## config.mk

```make
export PLATFORM = sky130hd
export DESIGN_NAME = mcu_mem_bus_arbiter
export DESIGN_NICKNAME = d
export VERILOG_FILES = /design/src/rtl/mcu_pkg.sv /design/src/rtl/mcu_arb_prio_enc.sv /design/src/rtl/mcu_mem_bus_arbiter.sv
export SDC_FILE = /design/constraint.sdc
export NUM_CORES = 1
export LEC_CHECK = 0
export BUFFER_PORTS_ARGS = -buffer_cell sky130_fd_sc_hd__buf_2
export CAP_MARGIN = 15
export CORE_ASPECT_RATIO = 1.2
export CORE_MARGIN = 10
export CORE_UTILIZATION = 45
export DETAILED_ROUTE_END_ITERATION = 10
export PLACE_DENSITY = 0.8
export SYNTH_ARGS = -nofsm -noshare
export SYNTH_HDL_FRONTEND = slang
export SYNTH_SLANG_ARGS = --single-unit
```

## constraint.sdc

```tcl
create_clock -name clk_166M66 -period 2.4 [get_ports clk_166M66]
set_input_delay 0 -clock clk_166M66 [delete_from_list [all_inputs] [get_ports clk_166M66]]
set_output_delay 0 -clock clk_166M66 [all_outputs]
set_load 0.005 [all_outputs]
```

## src/rtl/mcu_pkg.sv

```systemverilog
// Shared types and constants for the memory bus arbiter.
// Latency: n/a (declarations only).
// Backpressure: n/a.
// Contents: FSM state encoding, grant-id codes, DDR command codes,
// and small decode helpers used by the arbiter top.
package mcu_pkg;

  typedef enum logic [1:0] {
    ST_IDLE = 2'd0,
    ST_CMD  = 2'd1,
    ST_XFER = 2'd2,
    ST_GAP  = 2'd3
  } state_e;

  localparam logic [1:0] GID_NONE = 2'd0;
  localparam logic [1:0] GID_DSC  = 2'd1;
  localparam logic [1:0] GID_PSC  = 2'd2;
  localparam logic [1:0] GID_L2   = 2'd3;

  localparam logic [2:0] CMD_WR = 3'b000;
  localparam logic [2:0] CMD_RD = 3'b001;

  // Grant id -> {l2, psc, dsc} bus_available vector.
  function automatic logic [2:0] gid_onehot(input logic [1:0] gid);
    case (gid)
      GID_DSC: return 3'b001;
      GID_PSC: return 3'b010;
      GID_L2:  return 3'b100;
      default: return 3'b000;
    endcase
  endfunction

  function automatic logic [2:0] rw_to_cmd(input logic rw);
    return rw ? CMD_WR : CMD_RD;
  endfunction

endpackage

```

## src/rtl/mcu_arb_prio_enc.sv

```systemverilog
// Fixed-priority encoder: dsc > psc > l2, returns the winner's grant id.
// Latency: combinational.
// Backpressure: none; losers are simply not selected.
// Ports: req_i {l2, psc, dsc} request vector; gid_o winning grant id (GID_NONE if idle).
module mcu_arb_prio_enc
  import mcu_pkg::*;
(
  input  logic [2:0] req_i,
  output logic [1:0] gid_o
);

  always_comb begin
    gid_o = GID_NONE;
    if (req_i[0])      gid_o = GID_DSC;
    else if (req_i[1]) gid_o = GID_PSC;
    else if (req_i[2]) gid_o = GID_L2;
  end

endmodule

```

## src/rtl/mcu_mem_bus_arbiter.sv

```systemverilog
// Shares the DDR user interface between dsc, psc and l2; one BURST_LENTH-beat command per grant.
// Latency: grant + op_en one clock after arbitration; GAP_CYCLES idle clocks between back-to-back grants.
// Backpressure: command held until cmd_rdy; other requesters held off (no queue) until the burst and gap end.
// Ports: per-requester request/rw/addr in, bus_available out; DDR op_en/cmd/addr out,
// cmd_rdy/beat/ready in; grant_id (data mux select) and busy out. All outputs registered.
module mcu_mem_bus_arbiter
  import mcu_pkg::*;
#(
  parameter int BURST_LENTH = 8,
  parameter int ADDR_WIDTH  = 28,
  parameter int GAP_CYCLES  = 4
) (
  input  logic                  clk_166M66,
  input  logic                  mcu_sys_rst_n,
  input  logic                  i_ddr_ready,
  input  logic                  i_dsc_request,
  input  logic                  i_dsc_rw,
  input  logic [ADDR_WIDTH-1:0] i_dsc_addr,
  output logic                  o_dsc_bus_available,
  input  logic                  i_psc_request,
  input  logic                  i_psc_rw,
  input  logic [ADDR_WIDTH-1:0] i_psc_addr,
  output logic                  o_psc_bus_available,
  input  logic                  i_l2_request,
  input  logic                  i_l2_rw,
  input  logic [ADDR_WIDTH-1:0] i_l2_addr,
  output logic                  o_l2_bus_available,
  output logic                  o_ddr_op_en,
  output logic [2:0]            o_ddr_op_cmd,
  output logic [ADDR_WIDTH-1:0] o_ddr_op_addr,
  input  logic                  i_ddr_cmd_rdy,
  input  logic                  i_ddr_beat,
  output logic [1:0]            o_grant_id,
  output logic                  o_busy
);

  localparam int BW = $clog2(BURST_LENTH + 1);
  localparam int GW = (GAP_CYCLES > 1) ? $clog2(GAP_CYCLES) : 1;
  localparam logic [BW:0]   BEATS_ALL = (BW + 1)'(BURST_LENTH);
  localparam logic [GW-1:0] GAP_LAST  = GW'(GAP_CYCLES - 1);

  state_e                state_q, state_d;
  logic [BW-1:0]         beat_q, beat_d;
  logic [GW-1:0]         gap_q, gap_d;
  logic [1:0]            gid_q, gid_d;
  logic                  op_en_q, op_en_d;
  logic [2:0]            cmd_q, cmd_d;
  logic [ADDR_WIDTH-1:0] addr_q, addr_d;
  logic [2:0]            avail_q;
  logic                  busy_q;

  logic [2:0]            req_vec;
  logic                  any_req;
  logic [1:0]            win_gid;
  logic [ADDR_WIDTH-1:0] win_addr;
  logic                  win_rw;
  logic [BW:0]           beat_sum;
  logic                  grant_now;

  assign req_vec = {i_l2_request, i_psc_request, i_dsc_request};
  assign any_req = |req_vec;

  mcu_arb_prio_enc u_prio_enc (
    .req_i (req_vec),
    .gid_o (win_gid)
  );

  always_comb begin
    win_addr = i_l2_addr;
    win_rw   = i_l2_rw;
    case (win_gid)
      GID_DSC: begin win_addr = i_dsc_addr; win_rw = i_dsc_rw; end
      GID_PSC: begin win_addr = i_psc_addr; win_rw = i_psc_rw; end
      default: ;
    endcase
  end

  // One extra bit so the sum cannot wrap when the count is already at BURST_LENTH.
  assign beat_sum = {1'b0, beat_q} + (BW + 1)'(i_ddr_beat);

  always_comb begin
    state_d   = state_q;
    beat_d    = beat_q;
    gap_d     = gap_q;
    gid_d     = gid_q;
    op_en_d   = op_en_q;
    cmd_d     = cmd_q;
    addr_d    = addr_q;
    grant_now = 1'b0;

    if (!i_ddr_ready) begin
      // Controller lost calibration: drop everything and wait in IDLE.
      state_d = ST_IDLE;
      gid_d   = GID_NONE;
      op_en_d = 1'b0;
      beat_d  = '0;
      gap_d   = '0;
    end else begin
      case (state_q)
        ST_IDLE: grant_now = any_req;
        ST_CMD: begin
          // Write data may run ahead of command acceptance; count it, saturating at a full burst.
          if (beat_sum <= BEATS_ALL) beat_d = beat_sum[BW-1:0];
          if (op_en_q && i_ddr_cmd_rdy) begin
            op_en_d = 1'b0;
            state_d = ST_XFER;
          end
        end
        ST_XFER: begin
          if (beat_sum >= BEATS_ALL) begin
            gid_d   = GID_NONE;
            beat_d  = '0;
            gap_d   = '0;
            state_d = any_req ? ST_GAP : ST_IDLE;
          end else begin
            beat_d = beat_sum[BW-1:0];
          end
        end
        ST_GAP: begin
          if (gap_q == GAP_LAST) begin
            gap_d     = '0;
            grant_now = any_req;
            if (!any_req) state_d = ST_IDLE;
          end else begin
            gap_d = gap_q + GW'(1);
          end
        end
        default: state_d = ST_IDLE;
      endcase
    end

    if (grant_now) begin
      state_d = ST_CMD;
      gid_d   = win_gid;
      op_en_d = 1'b1;
      addr_d  = win_addr;
      cmd_d   = rw_to_cmd(win_rw);
      beat_d  = '0;
    end
  end

  always_ff @(posedge clk_166M66 or negedge mcu_sys_rst_n) begin
    if (!mcu_sys_rst_n) begin
      state_q <= ST_IDLE;
      beat_q  <= '0;
      gap_q   <= '0;
      gid_q   <= GID_NONE;
      op_en_q <= 1'b0;
      cmd_q   <= 3'b000;
      addr_q  <= '0;
      avail_q <= 3'b000;
      busy_q  <= 1'b0;
    end else begin
      state_q <= state_d;
      beat_q  <= beat_d;
      gap_q   <= gap_d;
      gid_q   <= gid_d;
      op_en_q <= op_en_d;
      cmd_q   <= cmd_d;
      addr_q  <= addr_d;
      avail_q <= gid_onehot(gid_d);
      busy_q  <= (state_d != ST_IDLE);
    end
  end

  assign o_dsc_bus_available = avail_q[0];
  assign o_psc_bus_available = avail_q[1];
  assign o_l2_bus_available  = avail_q[2];
  assign o_ddr_op_en         = op_en_q;
  assign o_ddr_op_cmd        = cmd_q;
  assign o_ddr_op_addr       = addr_q;
  assign o_grant_id          = gid_q;
  assign o_busy              = busy_q;

endmodule

```

# Word-level counts from Yosys, hierarchy flattened
# Index checks and enable logic that the tools add are counted.
[op_classes]
add_sub_neg = 2
n_lt_le_gt_ge = 2
n_eq_ne = 15
mux = 35
reduce_logical = 7
[ops]
columns = ["operator", "n"]
rows = [
  ["28-bit case mux with 2 select lines", 1],
  ["2-bit two-way mux", 17],
  ["4-bit two-way mux", 4],
  ["2-bit == test, second input constant", 6],
  ["3-bit by 1-bit != test with 1-bit output, second input constant", 3],
  ["3-bit case mux with 3 select lines", 1],
  ["4-bit case mux with 2 select lines", 1],
  ["1-bit two-way mux", 7],
  ["2-bit by 1-bit == test with 1-bit output, second input constant", 3],
  ["2-bit case mux with 3 select lines", 1],
  ["2-bit AND reduction", 3],
  ["4-bit by 1-bit adder with 5-bit output", 1],
  ["5-bit by 4-bit greater-or-equal comparator with 1-bit output, second input constant", 1],
  ["5-bit by 4-bit less-or-equal comparator with 1-bit output, second input constant", 1],
  ["4-bit by 1-bit != test with 1-bit output, second input constant", 1],
  ["4-bit != test, second input constant", 1],
  ["1-bit case mux with 2 select lines", 2],
  ["2-bit case mux with 2 select lines", 1],
  ["3-bit != test, second input constant", 1],
  ["3-bit OR reduction", 1],
  ["2-bit by 1-bit adder with 2-bit output, second input constant", 1],
  ["2-bit zero test", 1],
  ["2-bit nonzero test", 1],
  ["1-bit logical AND", 1],
]
[totals]
ff_bits = 46
inputBits = 95
output_inout_bits = 38
wordCells = 70

# Longest topological paths before layout
[depth]
word_depth = 8
depth_mapped = 10
mapped_depth_nobuf = 8

# Modules after synthesis
# A second synthesis with hierarchy kept.
[hier_totals]
hier_cells = 307
hier_area_um2 = 2537.4
[modules_own_cells]
columns = ["module", "n_inst", "cells_per_inst", "area_per_inst_um2", "seq_area_each_um2"]
rows = [
  ["mcu_mem_bus_arbiter", 1, 303, 2518.7, 1101.1],
  ["mcu_arb_prio_enc", 1, 4, 18.8, 0.0],
]

# Least setup slack after synthesis
# Ideal clock, no wire load.
[synth_timing]
kind = "flip-flop to flip-flop"
startpoint = "register beat_q[0]"
endpoint = "register beat_q[3]"
setup_ns = 0.078
t_arrival_ns = 1.993
required_ns = 2.322
setup_slack_ns = 0.330
path_stages_with_launch = 8
n_path_buf = 0
synth_period_minus_slack_ns = 2.070
cell_sequence = "dfrtp_1 ha_1 ha_1 or3b_1 a21oi_2 o31ai_2 or4_1 a21oi_1"
[synth_between]
elab_chain_cells = 6
word_cells_on_any_way = 10
cone_classes = "add/sub: 1; order compare: 2; eq/ne: 1; mux: 5; reduce/logical: 1"
[synth_rtl]
columns = ["element", "line_no", "rtl"]
rows = [
  ["from (decl)", "mcu_mem_bus_arbiter.sv:43", "logic [BW-1:0] beat_q, beat_d;"],
  ["from (signal assigned)", "mcu_mem_bus_arbiter.sv:155", "beat_q <= beat_d;"],
  ["4-bit by 1-bit adder with 5-bit output (*)", "mcu_mem_bus_arbiter.sv:79", "assign beat_sum = {1'b0, beat_q} + (BW + 1)'(i_ddr_beat);"],
  ["5-bit by 4-bit greater-or-equal comparator with 1-bit output", "mcu_mem_bus_arbiter.sv:110", "if (beat_sum >= BEATS_ALL) begin"],
  ["4-bit two-way mux", "mcu_mem_bus_arbiter.sv:110", ""],
  ["4-bit case mux with 2 select lines", "mcu_mem_bus_arbiter.sv:99", "case (state_q)"],
  ["4-bit two-way mux", "mcu_mem_bus_arbiter.sv:91", "if (!i_ddr_ready) begin"],
  ["4-bit two-way mux", "mcu_mem_bus_arbiter.sv:132", "if (grant_now) begin"],
]
# Every way passes the cells marked *; elsewhere a longest branch is shown, timed or not. The select of a mux whose other input is x is not followed.
# A chain may end at the register's enable or synchronous reset.

# Worst setup path in the final report
# Ends and elaborated chain as after synthesis.

==> impl_metrics.ini <==
[cells_and_area]
area_growth_pct = 43.2
seqCellArea_um2 = 1100
nets = 553
fillers = 429
multi_input_area_um2 = 1300
drive_gt1_frac = 0.333
instances_no_fill = 513

[power_and_ir_drop]
switching_power_uw = 1010
clock_power_share = 0.206
leakage_uw = 0.00180
power.density_nw_per_um2 = 775
switching_share = 0.363
power_frac_seq = 0.404
combPwrFrac = 0.390
ir_drop_mv = 0.504
p_int_uw = 1780

[synth]
synth_top_family_by_area = compound AO/OA/AOI/OAI gates
synth_enable_flop_cells = 0
synthTopCellsByArea = dfrtp_1, a22oi_1, a21oi_1, o21ai_0, nand2_1
synth-xor-area-share = 0.00349
yosys.area.top_type_share = 0.439
avgSynthCellArea_um2 = 8.31
synth_compound_area_frac = 0.299
syn-cell-area_um2 = 2510
synth-simple-area-share = 0.160
synth_warnings = 0
yosysSeqAreaShare = 0.439
ys_types = 40
yosys-mux-area-fraction = 0.00399
ys_ff_latch = 44
synthFlopType = dfrtp_1
synthAdderAreaFrac = 0.0449
post-synth-top-count-cell = dfrtp_1
yosys-top-cells-count = dfrtp_1, nand2_1, a21oi_1
synth_top_cell_by_area = dfrtp_1
syn_inst = 302
async_reset_ff_frac = 1.00

[run_status]
outcome = finished, final reports clean

[clock_network]
tritoncts = yes
insertion_delay_ns = 0.30
post_cts_buffers = 0
root_buffer = clkbuf_8
clkTransAtPathRegs_ns = 0.09
cts_buffers = 5
clockBufferDepth = 2
clock-sinks = 44
cts_max_level = 2

[critical_path]
critPathCaptureType = flop
cp-start-kind = flop
path_class = reg2reg
reg2reg_from = beat_q[0]
cp_max_fo = 5
required_ns = 2.62
critPathLaunch = beat_q[0]
crit_arrival_ns = 2.44

[floorplan]
start_util = 0.471
row_count = 29
die_h_um = 102
pin_count = 133
core_area_um2 = 5330
fp.dieArea_um2 = 8980
die_width_um = 88.2

[timing]
layout_min_cycle_time_ns = 2.21
rsz0062_at_grt = no
fmax_ghz = 0.452
fin_worst_skew_ns = 0.00941
tightestPinTransition_ns = 0.977
relSlewSlack = 0.348
fin_crit_sh = 0.921
setup_viol = 0
finalMaxSlewViolations = 0
hold_viol_final = 0
timing.setup.tns_ns = 0

[placed_design]
dp.cells = 477
hpwlAfterDp_um = 6280
gp_congestion = 0.803
portBuffers = 130

[detailed_routing]
via_per_inst = 5.49
drc = 0
postRouteAntennaNets = 0
drt_iter0_markers = 131
drt_wl_total_um = 8620
vias = 2817
drt_pass1_iterations = 4
wire_per_inst_um = 16.8

[global_routing]
antenna_found_initial = 0
first_global_vias = 2848
grtUsageTotal = 0.191
grt-ovfl-total = 0
grt_pass1_wl_um = 13800
grt_max_degree = 59

[min_path]
hold_class = in2reg
min-delay-start = i_l2_addr[16]

[job]
max-cap-violations = 0
## routing by layer
| layer | GRT usage | routed length (µm) | vias up |
|---|---|---|---|
| met3 | 0.0892 | 913 | 16 |
| met4 | 0.0738 | 188 | 0 |
| met1 | 0.203 | 3300 | 1285 |
| met5 | 0 | 0 | - |
| li1 | - | - | 1373 |
| met2 | 0.319 | 4230 | 143 |
## through the flow
step | setup WS (ns) | instance area (µm²) | util | hold WS, ns | total power [µW]
6_report | 0.189 | 3590 | 0.674 | 0.00798 | 2790
5_1_grt | 0.0753 | 3590 | 0.673 | 0.0128 | 3010
4_1_cts | 0.161 | 3590 | 0.673 | 0.00422 | 2800
3_5_place_dp | 0.185 | 3210 | 0.601 | 0.227 | 2190
3_3_place_gp | 0.277 | 3210 | 0.601 | 0.215 | 2150
2_1_floorplan | 0.330 | 2510 | - | -0.296 | 1650
## layout by cell type, fill, tap and decap left out, types with 3 or more instances in the layout
cell / instances
nor3_1: 3
clkbuf_8: 5
nand2_1: 39
ha_1: 8
o32ai_1: 3
inv_1: 8
o31ai_1: 3
nand3_1: 8
nor2_1: 31
dlygate4sd3_1: 27
a22oi_1: 29
o21ai_0: 37
dfrtp_1: 44
buf_2: 130
a21oi_1: 38
## worst paths after layout
kind	to	slack [ns]	cells past startpoint
worst min-delay path	o_ddr_op_addr[16]	0.008	3
worst max-delay path	beat_q[3]	0.19	7
worst min register to register	o_ddr_op_addr[2]	0.48	2
max in group asynchronous	gap_q[0]	1.39	2
worst max register to register	beat_q[3]	0.19	7
min in group asynchronous	o_grant_id[0]	0.39	2
## registers in the layout, indices dropped and copies added (netlist names)
signal / cells
o_ddr_op_cmd: 1
o_ddr_op_en: 1
o_ddr_op_addr: 28
avail_q: 3
state_q: 2
beat_q: 4
o_grant_id: 2
o_busy: 1
gap_q: 2
## repair_timing
| action | CTS | global route |
|---|---|---|
| hold buffers | 27 | 0 |
| endpoints found under the hold margin | 71 | 0 |
| endpoints found under the setup margin | 0 | 29 |
| gates resized for setup | 0 | 1 |
## layout make-up
| type | count | area share |
|---|---|---|
| Antenna cell | 1 | 0.000696 |
| Clock buffer | 5 | 0.0191 |
| Clock inverter | 3 | 0.0118 |
| Inverter | 8 | 0.00835 |
| Multi-Input combinational cell | 229 | 0.361 |
| Sequential cell | 44 | 0.306 |
| Tap cell | 62 | 0.0216 |
| Timing Repair Buffer | 161 | 0.271 |
## power by group through the flow
stage / Sequential [µW] / Clock (µW) / Combinational [µW]
CTS: 1130 / 588 / 1090
detailed placement: 1130 / 0 / 1060
global route: 1160 / 616 / 1230
floorplan: 1150 / 0 / 505
finish: 1130 / 573 / 1090
global placement: 1130 / 0 / 1030
## logic make-up after synthesis
| logic type | count (synthesis) |
|---|---|
| AOI/OAI and AO/OA | 123 |
| and+or+nand+nor | 93 |
| DFF | 44 |
| buffers and inverters | 30 |
| adders and majority gates | 9 |
| other | 1 |
| xor gates and xnor gates | 1 |
| muxes | 1 |
## critical path: stages (launching register included)
cell     delay [ns]
dfrtp_1        0.40
ha_1           0.23
ha_1           0.32
or3b_1         0.38
a21oi_2        0.18
o31ai_2        0.11
or4_1          0.40
a21oi_1        0.13
Power figures use the tool's default switching activity.
